$ cat src/rtl/arith_unit_param_if.sv
// Operand/result bundle between the operand register file, the arithmetic unit
// and the accumulator writeback path.
interface arith_unit_param_if #(
  parameter int WIDTH = 16
);
  logic             iValid;
  logic [2:0]       iOpcode;
  logic [WIDTH-1:0] iPortA;
  logic [WIDTH-1:0] iPortB;
  logic [WIDTH-1:0] oAccumulator;
  logic [WIDTH-1:0] oAccumulatorHi;
  logic             oCarryflag;
  logic             oZeroflag;
  logic             oNegflag;
  logic             oOverflowflag;
  logic             oBusy;
  logic             oDone;

  modport master (
    output iValid, iOpcode, iPortA, iPortB,
    input  oAccumulator, oAccumulatorHi, oCarryflag, oZeroflag,
           oNegflag, oOverflowflag, oBusy, oDone
  );

  modport slave (
    input  iValid, iOpcode, iPortA, iPortB,
    output oAccumulator, oAccumulatorHi, oCarryflag, oZeroflag,
           oNegflag, oOverflowflag, oBusy, oDone
  );
endinterface

$ cat src/rtl/arith_unit_param.sv
// Registered WIDTH-bit arithmetic unit: add/sub families, compare, clear-carry
// and a multi-cycle shift-add unsigned multiply with a busy/done handshake.
//
// state     | meaning
// S_IDLE    | ready; single-cycle ops complete on the accept edge
// S_MUL_RUN | multiply iterating, one multiplier bit per cycle, requests ignored
module arith_unit_param #(
  parameter int WIDTH = 16
) (
  input  logic              iClock,
  input  logic              iReset,
  arith_unit_param_if.slave bus
);
  localparam int CNT_W = $clog2(WIDTH) + 1;

  localparam logic [2:0] OP_NOP  = 3'b000;
  localparam logic [2:0] OP_ADD  = 3'b001;
  localparam logic [2:0] OP_ADC  = 3'b010;
  localparam logic [2:0] OP_SUB  = 3'b011;
  localparam logic [2:0] OP_SBB  = 3'b100;
  localparam logic [2:0] OP_MUL  = 3'b101;
  localparam logic [2:0] OP_CMP  = 3'b110;
  localparam logic [2:0] OP_CLRC = 3'b111;

  typedef enum logic {S_IDLE, S_MUL_RUN} state_t;

  state_t             r_state, w_state_nxt;
  logic [CNT_W-1:0]   r_cnt, w_cnt_nxt;
  logic [WIDTH-1:0]   r_mcand, w_mcand_nxt;
  logic [WIDTH-1:0]   r_mplier, w_mplier_nxt;
  logic [2*WIDTH-1:0] r_prod, w_prod_nxt;
  logic [WIDTH-1:0]   r_acc, w_acc_nxt;
  logic [WIDTH-1:0]   r_acc_hi, w_acc_hi_nxt;
  logic               r_c, w_c_nxt;
  logic               r_z, w_z_nxt;
  logic               r_n, w_n_nxt;
  logic               r_v, w_v_nxt;
  logic               r_done, w_done_nxt;

  logic               w_accept;
  logic               w_cin;
  logic [WIDTH:0]     w_sum;
  logic [WIDTH:0]     w_dif;
  logic               w_add_v;
  logic               w_sub_v;
  logic [WIDTH:0]     w_upper;
  logic [2*WIDTH-1:0] w_prod_step;

  assign w_accept = bus.iValid && (r_state == S_IDLE);
  assign w_cin    = ((bus.iOpcode == OP_ADC) || (bus.iOpcode == OP_SBB)) ? r_c : 1'b0;

  // Bit WIDTH of the difference is the borrow out: set when A < B + Cin.
  assign w_sum   = {1'b0, bus.iPortA} + {1'b0, bus.iPortB} + {{WIDTH{1'b0}}, w_cin};
  assign w_dif   = {1'b0, bus.iPortA} - {1'b0, bus.iPortB} - {{WIDTH{1'b0}}, w_cin};
  assign w_add_v = (bus.iPortA[WIDTH-1] == bus.iPortB[WIDTH-1]) &&
                   (w_sum[WIDTH-1] != bus.iPortA[WIDTH-1]);
  assign w_sub_v = (bus.iPortA[WIDTH-1] != bus.iPortB[WIDTH-1]) &&
                   (w_dif[WIDTH-1] != bus.iPortA[WIDTH-1]);

  // The add's carry lands in the product msb as the whole product shifts right.
  assign w_upper     = {1'b0, r_prod[2*WIDTH-1:WIDTH]} + (r_mplier[0] ? {1'b0, r_mcand} : '0);
  assign w_prod_step = {w_upper, r_prod[WIDTH-1:1]};

  always_comb begin
    w_state_nxt  = r_state;
    w_cnt_nxt    = r_cnt;
    w_mcand_nxt  = r_mcand;
    w_mplier_nxt = r_mplier;
    w_prod_nxt   = r_prod;
    w_acc_nxt    = r_acc;
    w_acc_hi_nxt = r_acc_hi;
    w_c_nxt      = r_c;
    w_z_nxt      = r_z;
    w_n_nxt      = r_n;
    w_v_nxt      = r_v;
    w_done_nxt   = 1'b0;
    case (r_state)
      S_IDLE: begin
        if (w_accept) begin
          w_done_nxt = 1'b1;
          case (bus.iOpcode)
            OP_ADD, OP_ADC: begin
              w_acc_nxt    = w_sum[WIDTH-1:0];
              w_acc_hi_nxt = '0;
              w_c_nxt      = w_sum[WIDTH];
              w_z_nxt      = (w_sum[WIDTH-1:0] == '0);
              w_n_nxt      = w_sum[WIDTH-1];
              w_v_nxt      = w_add_v;
            end
            OP_SUB, OP_SBB, OP_CMP: begin
              if (bus.iOpcode != OP_CMP) begin
                w_acc_nxt    = w_dif[WIDTH-1:0];
                w_acc_hi_nxt = '0;
              end
              w_c_nxt = w_dif[WIDTH];
              w_z_nxt = (w_dif[WIDTH-1:0] == '0);
              w_n_nxt = w_dif[WIDTH-1];
              w_v_nxt = w_sub_v;
            end
            OP_MUL: begin
              w_done_nxt   = 1'b0;
              w_state_nxt  = S_MUL_RUN;
              w_mcand_nxt  = bus.iPortA;
              w_mplier_nxt = bus.iPortB;
              w_prod_nxt   = '0;
              w_cnt_nxt    = CNT_W'(WIDTH);
            end
            OP_CLRC: w_c_nxt = 1'b0;
            OP_NOP:  w_done_nxt = 1'b1;
            default: w_done_nxt = 1'b1;
          endcase
        end
      end
      S_MUL_RUN: begin
        w_prod_nxt   = w_prod_step;
        w_mplier_nxt = r_mplier >> 1;
        w_cnt_nxt    = r_cnt - CNT_W'(1);
        // Last iteration writes back on the same edge it completes.
        if (r_cnt == CNT_W'(1)) begin
          w_state_nxt  = S_IDLE;
          w_acc_nxt    = w_prod_step[WIDTH-1:0];
          w_acc_hi_nxt = w_prod_step[2*WIDTH-1:WIDTH];
          w_c_nxt      = (w_prod_step[2*WIDTH-1:WIDTH] != '0);
          w_z_nxt      = (w_prod_step == '0);
          w_n_nxt      = w_prod_step[WIDTH-1];
          w_v_nxt      = 1'b0;
          w_done_nxt   = 1'b1;
        end
      end
      default: w_state_nxt = S_IDLE;
    endcase
  end

  always_ff @(posedge iClock) begin
    if (iReset) begin
      r_state  <= S_IDLE;
      r_cnt    <= '0;
      r_mcand  <= '0;
      r_mplier <= '0;
      r_prod   <= '0;
      r_acc    <= '0;
      r_acc_hi <= '0;
      r_c      <= 1'b0;
      r_z      <= 1'b0;
      r_n      <= 1'b0;
      r_v      <= 1'b0;
      r_done   <= 1'b0;
    end else begin
      r_state  <= w_state_nxt;
      r_cnt    <= w_cnt_nxt;
      r_mcand  <= w_mcand_nxt;
      r_mplier <= w_mplier_nxt;
      r_prod   <= w_prod_nxt;
      r_acc    <= w_acc_nxt;
      r_acc_hi <= w_acc_hi_nxt;
      r_c      <= w_c_nxt;
      r_z      <= w_z_nxt;
      r_n      <= w_n_nxt;
      r_v      <= w_v_nxt;
      r_done   <= w_done_nxt;
    end
  end

  assign bus.oAccumulator   = r_acc;
  assign bus.oAccumulatorHi = r_acc_hi;
  assign bus.oCarryflag     = r_c;
  assign bus.oZeroflag      = r_z;
  assign bus.oNegflag       = r_n;
  assign bus.oOverflowflag  = r_v;
  assign bus.oBusy          = (r_state == S_MUL_RUN);
  assign bus.oDone          = r_done;
endmodule
$ cat src/flat_wrapper.sv
// flat-port wrapper written by rule: the top's interface ports become plain ports
module arith_unit_param_flat 
#(
  parameter int WIDTH = 16
)
  (iClock, iReset, bus_iValid, bus_iOpcode, bus_iPortA, bus_iPortB, bus_oAccumulator, bus_oAccumulatorHi, bus_oCarryflag, bus_oZeroflag, bus_oNegflag, bus_oOverflowflag, bus_oBusy, bus_oDone);
  arith_unit_param_if #(.WIDTH(WIDTH)) bus_i ();
  input  logic iClock;
  input  logic iReset;
  input wire logic [$bits(bus_i.iValid)-1:0] bus_iValid;
  input wire logic [$bits(bus_i.iOpcode)-1:0] bus_iOpcode;
  input wire logic [$bits(bus_i.iPortA)-1:0] bus_iPortA;
  input wire logic [$bits(bus_i.iPortB)-1:0] bus_iPortB;
  output wire logic [$bits(bus_i.oAccumulator)-1:0] bus_oAccumulator;
  output wire logic [$bits(bus_i.oAccumulatorHi)-1:0] bus_oAccumulatorHi;
  output wire logic [$bits(bus_i.oCarryflag)-1:0] bus_oCarryflag;
  output wire logic [$bits(bus_i.oZeroflag)-1:0] bus_oZeroflag;
  output wire logic [$bits(bus_i.oNegflag)-1:0] bus_oNegflag;
  output wire logic [$bits(bus_i.oOverflowflag)-1:0] bus_oOverflowflag;
  output wire logic [$bits(bus_i.oBusy)-1:0] bus_oBusy;
  output wire logic [$bits(bus_i.oDone)-1:0] bus_oDone;
  assign bus_i.iValid = bus_iValid;
  assign bus_i.iOpcode = bus_iOpcode;
  assign bus_i.iPortA = bus_iPortA;
  assign bus_i.iPortB = bus_iPortB;
  assign bus_oAccumulator = bus_i.oAccumulator;
  assign bus_oAccumulatorHi = bus_i.oAccumulatorHi;
  assign bus_oCarryflag = bus_i.oCarryflag;
  assign bus_oZeroflag = bus_i.oZeroflag;
  assign bus_oNegflag = bus_i.oNegflag;
  assign bus_oOverflowflag = bus_i.oOverflowflag;
  assign bus_oBusy = bus_i.oBusy;
  assign bus_oDone = bus_i.oDone;
  arith_unit_param #(.WIDTH(WIDTH)) u_core (.iClock(iClock), .iReset(iReset), .bus(bus_i));
endmodule
$ cat config.mk
export PLATFORM = sky130hd
export DESIGN_NAME = arith_unit_param_flat
export DESIGN_NICKNAME = d
export VERILOG_FILES = /design/src/rtl/arith_unit_param_if.sv /design/src/rtl/arith_unit_param.sv /design/src/flat_wrapper.sv
export SDC_FILE = /design/constraint.sdc
export NUM_CORES = 1
export LEC_CHECK = 0
export ABC_AREA = 1
export ABC_CLOCK_PERIOD_IN_PS = 2850
export CORE_MARGIN = 8
export CORE_UTILIZATION = 30
export CTS_CLUSTER_SIZE = 10
export DETAILED_ROUTE_END_ITERATION = 8
export HOLD_SLACK_MARGIN = 0.03
export SYNTH_ARGS = -nofsm -noshare
export SYNTH_HDL_FRONTEND = slang
export SYNTH_SLANG_ARGS = --single-unit
$ cat constraint.sdc
create_clock -name iClock -period 2.85 [get_ports iClock]
set_input_delay 0.285 -clock iClock [delete_from_list [all_inputs] [get_ports iClock]]
set_output_delay 0.285 -clock iClock [all_outputs]
set_load 0.01 [all_outputs]
==> impl_results.md <==
* Worst path cell trace: clkdlybuf4s50_1 > inv_1 > fa_2 > inv_2 > ha_4 > xnor2_2 > nand2_1 > nor2_1 > nand3_1 > nor2_1 > nand3_1 > nor3_2 > nand4_1 > nand2_1 > nand2_1 > a21oi_2
* PnR Total Power at between 4000 and 5000 uW
* Worst-path clk slew at ~0.080 ns
* Hold Path Class: in -> reg
* Status: finished, final reports clean
* Final core utilization at 40.7%
* Hold buffer count at cts at 0
* Area of the multi-input gates at roughly 0.0048 sq mm
* Pin count of the biggest net entering global routing at between 50 and 60
* Sink Count at 106
* WS Path Type: in -> reg
* Area growth syn-to-layout at 34.0%
* Post-synth ARST share at 0%
* Synth unique cells at 48
* R2R depth at 15
* Hold_sp: iReset
* Slew @ Worst Pin at about 0.95 ns
* DRC viols at 0
* Die area at approximately 0.031 sq mm
* Antenna viol nets, final at 0
* Pins Over Slew Limit at 0
* Routed vias at approximately 8.3k
* FF+latch count, synth at approximately 110
* WL final at between 20000 and 30000 um
* IO Count at between 70 and 80
* Sequential fraction of the synthesis area at 27.9%
* CTS tree: yes
* Vias in the first global route at between 8k and 9k
* HPWL Detailed at roughly 21000 um
* Cell family with most CP delay: simple AND/OR/NAND/NOR gates
* Reg-to-Reg End: u_core.bus.oCarryflag
* Detailed Routing Iterations Pass 1 at 5
* Yosys top cell by area: dfxtp_1
* Syn avg cell area at 6.43 sq um
* Tcrit/Tclk final at between 90 and 100%
* Gr ovfl total at 0
* EDFF count, synth at 0
* Reg2reg start: u_core.r_mplier[0]
* Crit Path Max Fanout at 3
* Clk_skew at around 0.0087 ns
* Max Cap Viol at 0
* Critical path buffers and inverters at 3
* Syn. warnings at 0
* H-tree levels at 3
* Final worst path period need at approximately 2.7 ns
* Syn Nets at around 1.3k
* # rows at 58
* Worst-Skew Late Latency at around 0.36 ns
* 1st-iter DRT viols at 464
* Die Width at about 180 um
* WP data required at around 3.2 ns
* Max incr delay on CP at roughly 0.62 ns
* Fin nets at between 1k and 1.5k
* Top cells by area, synth: dfxtp_1 28%, nand2_1 17%, ha_1 10%
* R2r setup slk at ~0.20 ns
* F_max at between 300 and 400 MHz
* Routability cong. at 0.938
* Prevailing post-synth register cell: dfxtp_1
* Worst Path Arrival at a little under 3 ns
* Core Box Area at 0.0250 sq mm
* Drt wl/cell at roughly 15 um
* Startpoint Class: input pin
* Clk Tree Root Cell: clkbuf_16
* Mapped Cells at between 1k and 1.5k
* Most numerous cell on the critical path: nand2_1
* CTS Buf Count at 9
* Setup-failing EPs final at 0
* CTS max path bufs at 2
* GRT Total Usage at between 10% and 20%
* Slew HR at 36.4%
* Max IR drop VDD at around 350 uV
* Register area at around 0.0021 sq mm
* IO Port Bufs at 75
* Place WS at -0.602 ns
* Final worst setup slack at 0.188 ns
* Initial antenna violation count at 0
* Fin. Hold Viols at 0
* P_leak at slightly below 0.005 uW
* CP endpoint kind: register
* PD cells at approximately 430 mW/mm^2
* Crit path max-delay cell type: fa_2
* Hold Path Sink: u_core.bus.oAccumulatorHi[10]
* Hold path cells at 4
* Initial Utilization at between 30% and 40%
* Synthesized cell area at roughly 0.0076 sq mm
* Synth top area share at around 28%
* Die Y at approximately 180 um
* First-pass GRT wire length at about 43000 um
* Share of layout cells above drive strength 1 at between 10% and 20%
* FILL cells at between 2k and 3k
* Avg Vias per Cell at around 4.8
* N_diodes at 0
-- cell families after synthesis --
kind of cell               Yosys count  synth area share [%]
and+or+nand+nor                    565                  31.8
buffers and inverters              205                  10.5
xor gates and xnor gates             8                 0.922
AOI/OAI and AO/OA                  231                  17.1
DFF                                106                  27.9
adders and majority gates           68                  11.7
-- metal layers --
layer  vias up  part of all wire [%]  GRT usage, %
met5         -                     0             0
li1       4263                     -             -
met2       174                    48          30.3
met1      3836                    45          20.8
met4         0                   2.4          4.95
met3        39                   4.4          3.06
-- what timing repair did --
action                     CTS  global route
setup endpoints to repair   13            12
setup buffers                1             4
pin swaps                    7            14
resized for setup           14            25
-- synth_stat cells, drive strengths merged, types with 7 or more instances --
master	instances
nand3	79
a31oi	20
dfxtp	106
ha	63
inv	168
nand4	24
o21bai	7
nor2	88
buf	14
o21ai	67
nand2	352
clkbuf	22
nor3	10
o211ai	7
a21oi	113
-- how the worst max path moves through the flow --
stage,slack [ns],endpoint,cells past startpoint,startpoint
final,0.19,u_core.bus.oZeroflag,16,bus_iPortA[0]
after global routing,-0.0003,u_core.bus.oZeroflag,22,bus_iOpcode[2]
after CTS,0.03,u_core.bus.oNegflag,25,bus_iOpcode[1]
after detailed placement,-0.60,u_core.bus.oZeroflag,19,bus_iOpcode[1]
after global placement,-0.56,u_core.bus.oZeroflag,20,bus_iOpcode[1]
after floorplan,0.36,u_core.bus.oZeroflag,19,bus_iOpcode[1]
-- placed cells by master, fill, tap and decap left out, drive strengths merged, types with 7 or more instances in the layout --
cell,count
a21oi,113
a31oi,20
buf,153
clkbuf,11
clkdlybuf4s50,70
dfxtp,106
ha,63
inv,171
nand2,352
nand3,79
nand4,24
nor2,88
nor3,10
o211ai,7
o21ai,67
o21bai,7
-- power breakdown --
part / total (uW) / internal (uW) / switching [uW]
sequential: 1580 / 1540 / 38.4
clock: 1310 / 691 / 617
combinational: 1510 / 688 / 826
total: 4400 / 2920 / 1480
-- sequential cells by signal, summed over array words and instances (netlist names), 5 cells and up --
signal / count
u_core.bus.oAccumulatorHi: 16
u_core.r_mcand: 16
u_core.r_mplier: 16
u_core.bus.oAccumulator: 16
u_core.r_cnt: 5
u_core.r_prod: 31
-- per-stage QoR --
step           cells  setup TNS [ns]  area (sq um)  hold slack, ns
6_report        1719               0         10200           0.252
3_3_place_gp    1699           -6.43          9760           0.448
2_1_floorplan   1183               0          7600           0.430
4_1_cts         1715               0         10100           0.256
5_1_grt         1719       -0.000267         10200           0.289
3_5_place_dp    1699           -7.54          9760           0.450
-- area by class of cell --
cell class | count | area share (%)
tap | 330 | 4.05
clock inverter | 6 | 0.713
inverter | 169 | 6.29
clock buffer | 9 | 2.21
multi-input combinational | 872 | 47.1
sequential | 106 | 20.9
timing repair buffer | 227 | 18.8
-- worst min-delay path, cell delays in order --
cell,delay (ns)
buf_2,0.09
inv_1,0.07
o21ai_0,0.08
a21oi_1,0.04
No activity file was read; power rests on OpenSTA's default activity.
